==> config.mk <==
export PLATFORM = sky130hd
export DESIGN_NAME = ring_decoder_flat
export DESIGN_NICKNAME = d
export VERILOG_FILES = /design/src/rtl/ring_pkg.sv /design/src/rtl/ring_decoder_if.sv /design/src/rtl/ring_decoder_onehot_to_bin.sv /design/src/rtl/ring_decoder.sv /design/src/flat_wrapper.sv
export SDC_FILE = /design/constraint.sdc
export NUM_CORES = 1
export LEC_CHECK = 0
export ABC_CLOCK_PERIOD_IN_PS = 3900
export CAP_MARGIN = 20
export CORE_ASPECT_RATIO = 0.8
export CORE_MARGIN = 3
export CORE_UTILIZATION = 39
export DETAILED_ROUTE_END_ITERATION = 12
export GPL_ROUTABILITY_DRIVEN = 1
export SLEW_MARGIN = 20
export SYNTH_ARGS = -nofsm -noshare
export SYNTH_HDL_FRONTEND = slang
export SYNTH_SLANG_ARGS = --single-unit
==> constraint.sdc <==
create_clock -name clk -period 3.9 [get_ports clk]
set_input_delay 0.585 -clock clk [delete_from_list [all_inputs] [get_ports clk]]
set_output_delay 0.585 -clock clk [all_outputs]
set_load 0.03 [all_outputs]
==> src/rtl/ring_pkg.sv <==
// ring_pkg: shared definitions for the one-hot ring counter family.
//   state_t    : receiver lock state (HUNT / ACQ / LOCKED)
//   rotr()     : right-rotation {code[0], code[w-1:1]} over the low w bits
//   is_onehot(): exactly one bit set
// Codes are carried zero-extended to MAX_W bits so one function set
// serves every ring length up to MAX_W.
package ring_pkg;

  localparam int unsigned MAX_W = 32;

  localparam logic [1:0] ST_HUNT   = 2'd0;
  localparam logic [1:0] ST_ACQ    = 2'd1;
  localparam logic [1:0] ST_LOCKED = 2'd2;

  typedef enum logic [1:0] {
    HUNT   = ST_HUNT,
    ACQ    = ST_ACQ,
    LOCKED = ST_LOCKED
  } state_t;

  // Bits at and above w must be zero on entry; bit 0 re-enters at w-1.
  function automatic logic [MAX_W-1:0] rotr(input logic [MAX_W-1:0] code,
                                            input int unsigned     w);
    return (code >> 1) | ({{(MAX_W-1){1'b0}}, code[0]} << (w - 1));
  endfunction

  function automatic logic is_onehot(input logic [MAX_W-1:0] code);
    return (code != '0) && ((code & (code - 1'b1)) == '0);
  endfunction

endpackage

==> src/rtl/ring_decoder_if.sv <==
// ring_decoder_if: sample/status bundle of the ring decoder.
//   master : drives in_valid, ring_in, err_clr; observes decoder status
//   slave  : the decoder itself
//   in_valid    ring_in is sampled this cycle
//   ring_in     WIDTH-bit ring code
//   err_clr     synchronous clear of err_count
//   index       binary phase, index_valid qualifies it
//   wrap/onehot_err/step_err  one-cycle event pulses
//   locked      decoder is in LOCKED
//   err_count   saturating error event counter
interface ring_decoder_if #(
  parameter int unsigned WIDTH = 4
) ();

  localparam int unsigned IW = $clog2(WIDTH);

  logic             in_valid;
  logic [WIDTH-1:0] ring_in;
  logic             err_clr;
  logic [IW-1:0]    index;
  logic             index_valid;
  logic             wrap;
  logic             onehot_err;
  logic             step_err;
  logic             locked;
  logic [15:0]      err_count;

  modport master (
    output in_valid, ring_in, err_clr,
    input  index, index_valid, wrap, onehot_err, step_err, locked, err_count
  );

  modport slave (
    input  in_valid, ring_in, err_clr,
    output index, index_valid, wrap, onehot_err, step_err, locked, err_count
  );

endinterface

==> src/rtl/ring_decoder_onehot_to_bin.sv <==
// onehot_to_bin: combinational one-hot decoder.
//   i_code   : WIDTH-bit code
//   o_index  : bit position of the set bit (OR of set positions; only
//              meaningful when o_onehot is high)
//   o_onehot : exactly one bit of i_code is set
module onehot_to_bin
  import ring_pkg::*;
#(
  parameter  int unsigned WIDTH = 4,
  localparam int unsigned IW    = $clog2(WIDTH)
) (
  input  logic [WIDTH-1:0] i_code,
  output logic [IW-1:0]    o_index,
  output logic             o_onehot
);

  always_comb begin
    o_index = '0;
    for (int unsigned i = 0; i < WIDTH; i++) begin
      if (i_code[i]) o_index = o_index | IW'(i);
    end
    o_onehot = is_onehot(MAX_W'(i_code));
  end

endmodule

==> src/rtl/ring_decoder.sv <==
// ring_decoder: receive end of a one-hot ring counter.
// Checks each valid sample is one-hot and equal to the right-rotation of
// the previous word, decodes it to a binary index and keeps lock with a
// flywheel (predicted phase keeps advancing through bad samples).
//   clk, rst_n : clock, asynchronous active-low reset
//   bus        : ring_decoder_if.slave (sample inputs, status outputs)
// All outputs are registered: a sample taken on edge N shows on the
// outputs after that edge.
module ring_decoder
  import ring_pkg::*;
#(
  parameter int unsigned WIDTH     = 4,
  parameter int unsigned LOCK_CNT  = 2,
  parameter int unsigned ERR_LIMIT = 2
) (
  input  logic           clk,
  input  logic           rst_n,
  ring_decoder_if.slave  bus
);

  localparam int unsigned IW = $clog2(WIDTH);
  localparam int unsigned GW = $clog2(LOCK_CNT + 1);
  localparam int unsigned MW = $clog2(ERR_LIMIT + 1);

  state_t           r_state;
  logic [WIDTH-1:0] r_expected;
  logic [GW-1:0]    r_good_cnt;
  logic [MW-1:0]    r_miss_cnt;
  logic [15:0]      r_err_count;
  logic [IW-1:0]    r_index;
  logic             r_locked;
  logic             r_wrap;
  logic             r_onehot_err;
  logic             r_step_err;

  state_t           w_state_d;
  logic [WIDTH-1:0] w_exp_d;
  logic [WIDTH-1:0] w_exp_next;
  logic [GW-1:0]    w_good_d;
  logic [MW-1:0]    w_miss_d;
  logic [15:0]      w_cnt_d;
  logic             w_wrap_d;
  logic             w_oh_err_d;
  logic             w_step_err_d;
  logic             w_err;
  logic             w_in_oh;
  logic             w_step_ok;
  logic [IW-1:0]    w_in_idx;
  logic [IW-1:0]    w_exp_idx;
  logic             w_exp_oh;

  onehot_to_bin #(.WIDTH(WIDTH)) u_in_dec (
    .i_code   (bus.ring_in),
    .o_index  (w_in_idx),
    .o_onehot (w_in_oh)
  );

  onehot_to_bin #(.WIDTH(WIDTH)) u_exp_dec (
    .i_code   (w_exp_d),
    .o_index  (w_exp_idx),
    .o_onehot (w_exp_oh)
  );

  always_comb begin
    w_exp_next = WIDTH'(rotr(MAX_W'(r_expected), WIDTH));
    w_step_ok  = w_in_oh && (bus.ring_in == w_exp_next);
  end

  always_comb begin
    w_state_d    = r_state;
    w_exp_d      = r_expected;
    w_good_d     = r_good_cnt;
    w_miss_d     = r_miss_cnt;
    w_wrap_d     = 1'b0;
    w_oh_err_d   = 1'b0;
    w_step_err_d = 1'b0;
    if (bus.in_valid) begin
      unique case (r_state)
        HUNT: begin
          if (w_in_oh) begin
            w_state_d = ACQ;
            w_exp_d   = bus.ring_in;
            w_good_d  = '0;
          end else begin
            w_oh_err_d = 1'b1;
          end
        end
        ACQ: begin
          if (w_step_ok) begin
            w_exp_d  = bus.ring_in;
            w_wrap_d = r_expected[0];
            if (r_good_cnt == GW'(LOCK_CNT - 1)) begin
              w_state_d = LOCKED;
              w_good_d  = '0;
              w_miss_d  = '0;
            end else begin
              w_good_d = r_good_cnt + 1'b1;
            end
          end else if (w_in_oh) begin
            // Re-anchor on the new one-hot word and restart qualification.
            w_step_err_d = 1'b1;
            w_exp_d      = bus.ring_in;
            w_good_d     = '0;
          end else begin
            w_oh_err_d = 1'b1;
            w_state_d  = HUNT;
            w_good_d   = '0;
          end
        end
        LOCKED: begin
          // Flywheel: the prediction advances whatever arrives.
          w_exp_d = w_exp_next;
          if (w_step_ok) begin
            w_wrap_d = r_expected[0];
            w_miss_d = '0;
          end else begin
            w_oh_err_d   = !w_in_oh;
            w_step_err_d = w_in_oh;
            if (r_miss_cnt == MW'(ERR_LIMIT - 1)) begin
              w_state_d = HUNT;
              w_miss_d  = '0;
            end else begin
              w_miss_d = r_miss_cnt + 1'b1;
            end
          end
        end
        default: begin
          w_state_d = HUNT;
        end
      endcase
    end
  end

  // A clear coinciding with an error keeps that error as the first count.
  always_comb begin
    w_err   = w_oh_err_d | w_step_err_d;
    w_cnt_d = r_err_count;
    if (bus.err_clr) begin
      w_cnt_d = {15'd0, w_err};
    end else if (w_err && (r_err_count != '1)) begin
      w_cnt_d = r_err_count + 16'd1;
    end
  end

  always_ff @(posedge clk or negedge rst_n) begin
    if (!rst_n) begin
      r_state      <= HUNT;
      r_expected   <= '0;
      r_good_cnt   <= '0;
      r_miss_cnt   <= '0;
      r_err_count  <= '0;
      r_index      <= '0;
      r_locked     <= 1'b0;
      r_wrap       <= 1'b0;
      r_onehot_err <= 1'b0;
      r_step_err   <= 1'b0;
    end else begin
      r_state      <= w_state_d;
      r_expected   <= w_exp_d;
      r_good_cnt   <= w_good_d;
      r_miss_cnt   <= w_miss_d;
      r_err_count  <= w_cnt_d;
      r_locked     <= (w_state_d == LOCKED);
      r_wrap       <= w_wrap_d;
      r_onehot_err <= w_oh_err_d;
      r_step_err   <= w_step_err_d;
      // expected is only non-one-hot before the first acquisition, where
      // the index already sits at its reset value.
      if (w_exp_oh) r_index <= w_exp_idx;
    end
  end

  assign bus.index       = r_index;
  assign bus.index_valid = r_locked;
  assign bus.locked      = r_locked;
  assign bus.wrap        = r_wrap;
  assign bus.onehot_err  = r_onehot_err;
  assign bus.step_err    = r_step_err;
  assign bus.err_count   = r_err_count;

  // Unused here; decoded index comes from the expected register.
  logic w_unused;
  assign w_unused = ^w_in_idx;

endmodule
==> src/flat_wrapper.sv <==
// flat-port wrapper written by rule: the top's interface ports become plain ports
module ring_decoder_flat import ring_pkg::*;
#(
  parameter int unsigned WIDTH     = 4,
  parameter int unsigned LOCK_CNT  = 2,
  parameter int unsigned ERR_LIMIT = 2
)
  (clk, rst_n, bus_in_valid, bus_ring_in, bus_err_clr, bus_index, bus_index_valid, bus_wrap, bus_onehot_err, bus_step_err, bus_locked, bus_err_count);
  ring_decoder_if #(.WIDTH(WIDTH)) bus_i ();
  input  logic clk;
  input  logic rst_n;
  input wire logic [$bits(bus_i.in_valid)-1:0] bus_in_valid;
  input wire logic [$bits(bus_i.ring_in)-1:0] bus_ring_in;
  input wire logic [$bits(bus_i.err_clr)-1:0] bus_err_clr;
  output wire logic [$bits(bus_i.index)-1:0] bus_index;
  output wire logic [$bits(bus_i.index_valid)-1:0] bus_index_valid;
  output wire logic [$bits(bus_i.wrap)-1:0] bus_wrap;
  output wire logic [$bits(bus_i.onehot_err)-1:0] bus_onehot_err;
  output wire logic [$bits(bus_i.step_err)-1:0] bus_step_err;
  output wire logic [$bits(bus_i.locked)-1:0] bus_locked;
  output wire logic [$bits(bus_i.err_count)-1:0] bus_err_count;
  assign bus_i.in_valid = bus_in_valid;
  assign bus_i.ring_in = bus_ring_in;
  assign bus_i.err_clr = bus_err_clr;
  assign bus_index = bus_i.index;
  assign bus_index_valid = bus_i.index_valid;
  assign bus_wrap = bus_i.wrap;
  assign bus_onehot_err = bus_i.onehot_err;
  assign bus_step_err = bus_i.step_err;
  assign bus_locked = bus_i.locked;
  assign bus_err_count = bus_i.err_count;
  ring_decoder #(.WIDTH(WIDTH), .LOCK_CNT(LOCK_CNT), .ERR_LIMIT(ERR_LIMIT)) u_core (.clk(clk), .rst_n(rst_n), .bus(bus_i));
endmodule
==> flow_summary.yaml, run 1 <==
cells_and_area:
  postLayoutCoreUtil_pct: 50.83
  final_nets: 254
  drive_gt1_share_pct: 13.22
  area_growth_pct: 20.14
  ff_latch_area_um2: 800.8
  fin_area_um2: 2449
  multiInputGateArea_um2: 1122
  diodes: 0
  fin_cells: 302
  nFillCells: 433
route:
  remaining_drc_errors: 0
  routed_via_density: 5.394
  ant_nets: 0
  initialDrtViolationCount: 179
  num_vias: 1629
  dr.pass1.iters: 4
  wirelength_um: 4224
  wire_per_inst_um: 13.99
hold_path:
  hold_depth: 1
  hp-class: "register to register"
worst_setup_path:
  worstPathCellList: "clkdlybuf4s50_1 -> maj3_2 -> nor3_4 -> mux2i_2 -> buf_4 -> nor4_1 -> xnor2_1 -> nor2_1"
  cpMaxStageDelayCell: "clkdlybuf4s50_1"
  critPathArrivalTime_ps: 2970
  rr_worst_depth: 8
  cpPeakStageDelay_ps: 550
  required_ps: 4040
  worstSetupPathDepth: 8
  path_buf_inv: 2
  start_kind: "input port"
  cp-end-kind: "register"
  path_delay_family: "buffers and inverters"
  worstPathMaxFanout: 11
  path_class: "input port to register"
grt:
  grt_pass1_vias: 1516
  grt_max_degree: 33
  grt_pass1_wl_um: 7396
  overflow: 0
  antenna_found_initial: 0
  grt_usage_pct: 14.90
yosys:
  syn_nets: 227
  synth_compound_area_share_pct: 14.73
  yosys.area_share.adder_pct: 3.622
  syn_inst: 214
  synth_top_family_by_area: "simple AND/OR/NAND/NOR gates"
  yosysUniqueCellTypes: 49
  synth_area_um2: 2038
  ys_seq_elements: 32
  synthMuxAreaShare_pct: 2.640
  synth_edf_count: 0
  synth.avg_cell_area_um2: 9.524
  seq_area_frac_synth_pct: 39.29
  synth_xor_area_share_pct: 7.305
  async_reset_ff_share_pct: 100.0
  ys_warn_count: 0
  synthFlopType: "dfrtp_1"
  yosys.area_share.simple_pct: 26.52
timing:
  setup_viol: 0
  setup_tns_ps: 0
  worst_pin_slew_ps: 658.5
  fmax_ghz: 0.3532
  post-route-period-util_pct: 72.59
  clock_skew_ps: 7.919
  final_max_slew_viol_count: 0
  hold_viol_final: 0
  rsz0062_at_grt: "false"
  finalCriticalPeriod_ps: 2831
  slew_headroom_pct: 55.69
pwr:
  pwr-share-seq_pct: 37.6
  p_clk_share_pct: 21.6
  leakagePower_nw: 0.9461
  power.density_nw_per_um2: 490.0
  internal_power_w: 0.0007375
  vdd_drop_max_uv: 377.0
  p_comb_share_pct: 40.9
  power.share.switching_pct: 38.54
  net-switching-power_w: 0.0004624
place:
  hpwl_um: 3086
  dpl-instance-area_um2: 2359
  portBuffers: 30
  placedCellCount: 294
  globalplace.congestion: 0.8334
clock_tree:
  cts_resized: 0
  clock_latency_ps: 270
  cts_tree: "built"
  cts_hold_buffers: 0
  h-tree-depth: 2
  clockBufferDepth: 2
  cts_sinks: 32
  cts_made_buffers: 5
  root_buffer: "clkbuf_8"
  cts_setup_buffers: 0
  clkSlewWorstSetupHoldPaths_ps: 70
die:
  die_w_um: 86.83
  coreArea_um2: 4817
  dieArea_um2: 6135
  initial_core_util_pct: 42.31
  ios: 31
  row_count: 22
  die_h_um: 70.66
outcome:
  run_status: "finished clean"
job:
  drv_cap: 0
## flip-flops by register name, indices dropped and copies added (netlist names)
name / cells
u_core.r_miss_cnt: 2
u_core.bus.wrap: 1
u_core.bus.index: 2
u_core.bus.step_err: 1
u_core.bus.index_valid: 1
u_core.r_expected: 4
u_core.r_state: 2
u_core.r_good_cnt: 2
u_core.bus.onehot_err: 1
u_core.bus.err_count: 16
## routing by layer
metal | track usage, % | vias to the layer above | share of wire [%]
met2 | 20.13 | 43 | 41
met3 | 4.075 | 2 | 5.4
li1 | - | 812 | -
met5 | 0 | - | 0
met1 | 23.31 | 772 | 53
met4 | 3.287 | 0 | 0.52
## final cells by class
class	count	area share, %
clock buffer	8	3.679
multi-input combinational	160	45.84
sequential	32	32.70
inverter	8	1.226
tap	60	3.066
timing repair buffer	34	13.49
## stage by stage
| stage | hold WS [ps] | power, W | setup slack, ps |
|---|---|---|---|
| 6_report | 487.8 | 0.001200 | 1069 |
| 5_1_grt | 523.3 | 0.001292 | 933.3 |
| 4_1_cts | 491.7 | 0.001208 | 1069 |
| 3_5_place_dp | 476.1 | 0.0009444 | 795.1 |
| 3_3_place_gp | 466.1 | 0.0009478 | 825.9 |
| 2_1_floorplan | 289.4 | 0.0008218 | 1544 |
## cells in the final DEF (no fill, tap or decap), types with 2 or more instances in the layout
| cell | count |
|---|---|
| a21oi_1 | 4 |
| a221o_1 | 2 |
| a221oi_2 | 3 |
| a31oi_1 | 3 |
| and2_1 | 3 |
| and3_1 | 3 |
| buf_4 | 4 |
| clkbuf_1 | 2 |
| clkbuf_8 | 6 |
| clkdlybuf4s50_1 | 30 |
| dfrtp_1 | 32 |
| ha_1 | 5 |
| inv_1 | 7 |
| mux2i_1 | 4 |
| nand2_1 | 16 |
| nand2b_1 | 4 |
| nand3_1 | 8 |
| nand4_1 | 5 |
| nor2_1 | 25 |
| nor2b_1 | 5 |
| nor3_1 | 5 |
| nor3_2 | 8 |
| nor4_1 | 6 |
| o21a_1 | 4 |
| o21ai_0 | 4 |
| o31a_1 | 4 |
| or2_2 | 3 |
| xnor2_1 | 17 |
## cells by family (layout without fill, tap and decap cells)
group,Yosys count,count (layout)
and+or+nand+nor,98,98
AOI/OAI and AO/OA,34,34
DFF,32,32
buffers and inverters,22,50
xor gates and xnor gates,17,17
adders and majority gates,6,6
muxes,5,5
## power by group through the flow
stage	combinational [W]	sequential [W]	clock, W
3_5_place_dp	0.000490	0.000455	0
2_1_floorplan	0.000336	0.000486	0
3_3_place_gp	0.000492	0.000456	0
4_1_cts	0.000492	0.000450	0.000266
5_1_grt	0.000546	0.000459	0.000287
6_report	0.000490	0.000451	0.000259
## synthesized netlist by cell type (2+ instances only)
cell	instances	area [um^2]
o21ai_0	4	20.02
nand3_1	8	40.04
a221o_1	2	20.02
nand2b_1	4	25.02
a21oi_1	4	20.02
clkbuf_1	5	18.77
buf_2	3	15.01
a221oi_2	3	45.04
a31oi_1	3	18.77
o21a_1	4	30.03
nor2_1	25	93.84
and2_1	3	18.77
and3_1	3	18.77
ha_1	5	62.56
mux2i_1	4	40.04
nand2_1	16	60.06
dfrtp_1	32	800.8
buf_6	4	45.04
inv_1	7	26.28
nor3_1	6	30.03
xnor2_1	17	148.9
nor3_2	7	70.07
nand4_1	5	31.28
nor2b_1	5	31.28
o31a_1	4	35.03
or2_2	3	18.77
nor4_1	6	37.54
## final timing paths
kind	slack, ps	startpoint	end
min in group asynchronous	710	rst_n	u_core.r_state[1]
min reg2reg	490	u_core.r_good_cnt[1]	u_core.r_good_cnt[1]
max	1070	bus_ring_in[3]	u_core.bus.err_count[6]
max in group asynchronous	2890	rst_n	u_core.r_miss_cnt[0]
max reg2reg	1460	u_core.r_state[0]	u_core.bus.err_count[5]
min	490	u_core.r_good_cnt[1]	u_core.r_good_cnt[1]
Power figures use the tool's default switching activity.
==> run 2: changes to the inputs <==
--- a/config.mk
+++ b/config.mk
@@ -5,7 +5,7 @@
 export SDC_FILE = /design/constraint.sdc
 export NUM_CORES = 1
 export LEC_CHECK = 0
-export ABC_CLOCK_PERIOD_IN_PS = 3900
+export ABC_CLOCK_PERIOD_IN_PS = 2400
 export CAP_MARGIN = 20
 export CORE_ASPECT_RATIO = 0.8
 export CORE_MARGIN = 3
==> constraint.sdc (replaced) <==
create_clock -name clk -period 2.4 [get_ports clk]
set_input_delay 0.36 -clock clk [delete_from_list [all_inputs] [get_ports clk]]
set_output_delay 0.36 -clock clk [all_outputs]
set_load 0.03 [all_outputs]
==> run 2 against run 1 <==
Against the previous run: clock skew fell by 3.5 ps; final cell count up 6.6%; flip-flop and latch count unchanged; combinational power increased by 89%; die area did not move; global-route usage increased by 0.52 points; first-iteration DRC count fell by 61%; routed wire length increased by 4.4%; utilization is 4.1 points higher; clock power is 73% higher; sequential power up 62%; largest cell class unchanged; highest routed layer unchanged.
==> flow_summary.yaml, run 2 (synthesis results as in run 1) <==
outcome:
  run_status: "finished clean"
grt:
  grt_usage_pct: 15.41
  overflow: 0
  grt_max_degree: 33
  grt_pass1_vias: 1567
  grt_pass1_wl_um: 7562
  antenna_found_initial: 0
route:
  ant_nets: 0
  routed_via_density: 5.220
  wire_per_inst_um: 13.70
  wirelength_um: 4411
  num_vias: 1681
  dr.pass1.iters: 4
  initialDrtViolationCount: 69
  remaining_drc_errors: 0
cells_and_area:
  ff_latch_area_um2: 800.8
  largest_reg_flops: 16
  multiInputGateArea_um2: 1131
  area_growth_pct: 29.83
  mostFrequentLayoutCells: "dfrtp_1 (32), clkdlybuf4s50_1 (30), nor2_1 (25), buf_4 (23), xnor2_1 (17)"
  final_nets: 275
  drive_gt1_share_pct: 20.99
  final_common_cell: "dfrtp_1"
  diodes: 0
  nFillCells: 432
die:
  initial_core_util_pct: 42.31
  ios: 31
  dieArea_um2: 6135
  coreArea_um2: 4817
  die_w_um: 86.83
  row_count: 22
  die_h_um: 70.66
worst_setup_path:
  worstPathCellList: "clkdlybuf4s50_1 -> maj3_2 -> o31a_1 -> a2111oi_4 -> inv_2 -> nor3_1 -> o21a_1 -> a211oi_2"
  path_buf_inv: 2
  path_class: "input port to register"
  cpPeakStageDelay_ps: 470
  worstPathMaxFanout: 4
  start_kind: "input port"
  critPathArrivalTime_ps: 2450
  path_delay_family: "compound AO/OA/AOI/OAI gates"
  cpMaxStageDelayCell: "clkdlybuf4s50_1"
  required_ps: 2560
  cp-end-kind: "register"
clock_tree:
  root_buffer: "clkbuf_8"
  clkSlewWorstSetupHoldPaths_ps: 60
  h-tree-depth: 2
  clock_latency_ps: 280
  cts_sinks: 32
  clockBufferDepth: 2
  cts_made_buffers: 5
  cts_tree: "built"
hold_path:
  hp-class: "input port to async pin"
timing:
  setup_viol: 0
  clock_skew_ps: 4.459
  final_max_slew_viol_count: 0
  hold_viol_final: 0
  post-route-period-util_pct: 95.63
  fmax_ghz: 0.4357
  rsz0062_at_grt: "false"
  slew_headroom_pct: 73.50
  finalCriticalPeriod_ps: 2295
  worst_pin_slew_ps: 397.5
  setup_tns_ps: 0
  worst_slack_ps: 104.9
job:
  drv_cap: 0
pwr:
  power.density_nw_per_um2: 795.2
  vdd_drop_max_uv: 509.0
  finalPower_w: 0.002104
  leakagePower_nw: 1.065
place:
  place_ws_ps: -191.3
  portBuffers: 30
  globalplace.congestion: 0.8482
  hpwl_um: 3294
==> run 2: cell types whose count changed in the layout (fill, tap and decap cells not counted) <==
cell,previous run,this run
buf_4,4,23
buf_12,0,2
clkbuf_1,2,0
clkbuf_8,6,7
nor4b_1,1,0
nor4b_2,0,1
or2_2,3,2
or2_4,0,1
==> run 2: cell type report <==
type                    count  share of cell area [%]
clock buffers               7                   3.641
multi-input cells         160                   42.74
flip-flops and latches     32                   30.26
well taps                  60                   2.837
repair buffers             55                   19.39
inverters                   8                   1.135
==> run 2: worst paths after layout <==
check	end	startpoint	slack (ps)	depth (start not counted)
min	u_core.r_state[1]	rst_n	470	2
max in group asynchronous	u_core.r_expected[3]	rst_n	1640	2
max	u_core.bus.index[0]	bus_ring_in[1]	100	8
min in group clk	u_core.r_good_cnt[1]	u_core.r_good_cnt[1]	480	1
min reg2reg	u_core.r_good_cnt[1]	u_core.r_good_cnt[1]	480	1
max reg2reg	u_core.bus.index[0]	u_core.r_state[0]	190	10
==> run 2: per-stage QoR <==
stage          std cells  hold slack [ps]  cell area [um^2]  utilization [%]
5_1_grt              322            497.3              2646            54.94
4_1_cts              321            482.7              2630            54.60
2_1_floorplan        214            64.41              2038                -
6_report             322            470.1              2646            54.94
3_5_place_dp         314            467.3              2534            52.60
3_3_place_gp         314            466.0              2534            52.60
==> run 2: layer usage <==
| layer | up-vias | GRT usage [%] | routed length [um] |
|---|---|---|---|
| li1 | 853 | - | - |
| met1 | 789 | 23.75 | 2296 |
| met2 | 37 | 21.40 | 1845 |
| met3 | 2 | 3.842 | 240 |
| met4 | 0 | 3.633 | 27 |
| met5 | - | 0 | 0 |
==> run 2: report_power, final <==
group	internal, W	total [W]	switching [W]
registers	0.000628	0.000730	0.000102
logic	0.000442	0.000927	0.000484
clock network	0.000255	0.000447	0.000192
total	0.00133	0.00210	0.000779
==> run 2: timing repair <==
| action | 4_1_cts | 5_1_grt |
|---|---|---|
| gates resized for setup | 0 | 2 |
| hold buffers | 0 | 0 |
| buffers inserted | 0 | 1 |
| endpoints found under the hold margin | 0 | 0 |
| endpoints found under the setup margin | 0 | 2 |
==> run 3: changes to the inputs <==
--- a/config.mk
+++ b/config.mk
@@ -12,6 +12,8 @@
 export CORE_UTILIZATION = 39
 export DETAILED_ROUTE_END_ITERATION = 12
 export GPL_ROUTABILITY_DRIVEN = 1
+export HOLD_SLACK_MARGIN = 0.1
+export PLACE_DENSITY = 0.68
 export SLEW_MARGIN = 20
 export SYNTH_ARGS = -nofsm -noshare
 export SYNTH_HDL_FRONTEND = slang
==> run 3 against run 2 <==
Against the previous run: design area fell by 0.52%; global-route usage fell by 0.15 points; combinational power is 2% lower; sequential share of layout area increased by 0.16 points; register-to-register slack barely moved; critical path depth fell by 2; hold slack better by 5.1 ps; largest power group unchanged; highest routed layer unchanged.
==> flow_summary.yaml, run 3 (synthesis results as in run 1) <==
cells_and_area:
  diodes: 0
  final_common_cell: "dfrtp_1"
  drive_gt1_share_pct: 22.14
  largest_reg_flops: 16
  mostFrequentLayoutCells: "dfrtp_1 (32), clkdlybuf4s50_1 (30), nor2_1 (25), buf_4 (23), xnor2_1 (17)"
  fin_cells: 322
  area_growth_pct: 29.16
  final_nets: 274
clock_tree:
  clkSlewWorstSetupHoldPaths_ps: 60
  cts_made_buffers: 5
  cts_tree: "built"
  root_buffer: "clkbuf_8"
  cts_sinks: 32
  clock_latency_ps: 270
  clockBufferDepth: 2
  h-tree-depth: 2
route:
  wirelength_um: 4378
  initialDrtViolationCount: 89
  routed_via_density: 5.242
  num_vias: 1688
  remaining_drc_errors: 0
  ant_nets: 0
  dr.pass1.iters: 4
  wire_per_inst_um: 13.60
timing:
  rsz0062_at_grt: "false"
  clock_skew_ps: 6.501
  hold_viol_final: 0
  slew_headroom_pct: 73.09
  worst_pin_slew_ps: 403.6
  final_max_slew_viol_count: 0
  post-route-period-util_pct: 96.19
  finalCriticalPeriod_ps: 2309
  holdWs_ps: 475.2
  setup_viol: 0
  fmax_ghz: 0.4332
die:
  row_count: 22
  initial_core_util_pct: 42.31
  ios: 31
  dieArea_um2: 6135
  die_h_um: 70.66
  die_w_um: 86.83
  coreArea_um2: 4817
worst_setup_path:
  path_class: "input port to register"
  r2r-start: "u_core.r_state[0]"
  cpPeakStageDelay_ps: 480
  cp-end-kind: "register"
  worstPathMaxFanout: 6
  reg2reg_to: "u_core.bus.index[1]"
  worstPathCellList: "clkdlybuf4s50_1 -> maj3_2 -> o31a_1 -> a221o_1 -> o31ai_2 -> a221oi_2"
  rr_worst_depth: 9
  cpMaxStageDelayCell: "clkdlybuf4s50_1"
  reg2reg_slack_ps: 190
  start_kind: "input port"
  required_ps: 2550
  critPathArrivalTime_ps: 2460
outcome:
  run_status: "finished clean"
place:
  portBuffers: 30
  placedCellCount: 313
  hpwl_um: 3319
  globalplace.congestion: 0.8273
grt:
  antenna_found_initial: 0
  overflow: 0
  grt_usage_pct: 15.26
  grt_pass1_vias: 1573
  grt_pass1_wl_um: 7493
  grt_max_degree: 33
pwr:
  power.density_nw_per_um2: 783.6
  vdd_drop_max_uv: 678.5
  leakagePower_nw: 1.055
hold_path:
  hp-class: "input port to async pin"
job:
  drv_cap: 0
run 3: cell count changes in the layout (fill, tap and decap cells not counted), sizes merged:
cell / delta
clkinv: +2
buf: -1
clkbuf: -1
run 3: worst max-delay path by stage:
stage                                         end                    start  slack [ps]
after floorplan           u_core.bus.err_count[1]  u_core.bus.err_count[0]          50
after CTS                     u_core.bus.index[1]        u_core.r_state[0]          60
after global placement        u_core.bus.index[0]           bus_ring_in[3]        -130
after detailed placement      u_core.bus.index[1]           bus_ring_in[3]        -220
final                         u_core.bus.index[1]           bus_ring_in[3]          90
after global routing          u_core.bus.index[0]        u_core.r_state[0]          10
run 3: cell type report:
cell class / count / area [um^2]
flip-flops and latches: 32 / 800.8
fillers: 410 / 2185
clock buffers: 6 / 82.58
well taps: 60 / 75.07
inverters: 8 / 30.03
clock inverters: 2 / 10.01
multi-input cells: 160 / 1141
repair buffers: 54 / 493.0
run 3: routing by layer:
layer	wire length [um]	global-route usage (%)
met5	0	0
met4	27	3.979
met3	150	3.492
met2	1902	21.90
met1	2297	22.97
run 3: report_power, final:
part | leakage, nW | switching, W | total [W] | internal (W)
clock network | 0.0510 | 0.000190 | 0.000418 | 0.000229
logic | 0.573 | 0.000484 | 0.000909 | 0.000426
registers | 0.431 | 0.000107 | 0.000735 | 0.000628
run 3: worst max-delay path: cells and delay by family:
kind,cells,cell delay [ps]
adders and majority gates,1,370
AOI/OAI and AO/OA,4,1240
buffers and inverters,1,480
run 3: through the flow:
step	TNS (ps)	instance area, um^2	setup slack (ps)	total power, W	util [%]
6_report	0	2633	91.47	0.002063	54.65
5_1_grt	0	2633	13.93	0.002208	54.65
4_1_cts	0	2606	56.49	0.002057	54.10
3_5_place_dp	-1157	2514	-220.3	0.001625	52.18
3_3_place_gp	-773.5	2514	-131.7	0.001606	52.18
2_1_floorplan	0	2038	54.15	0.001335	-
run 3: repair_timing:
action	CTS	global route
buffers inserted	0	1
endpoints found under the setup margin	0	2
hold buffers	0	0
resized for setup	0	5
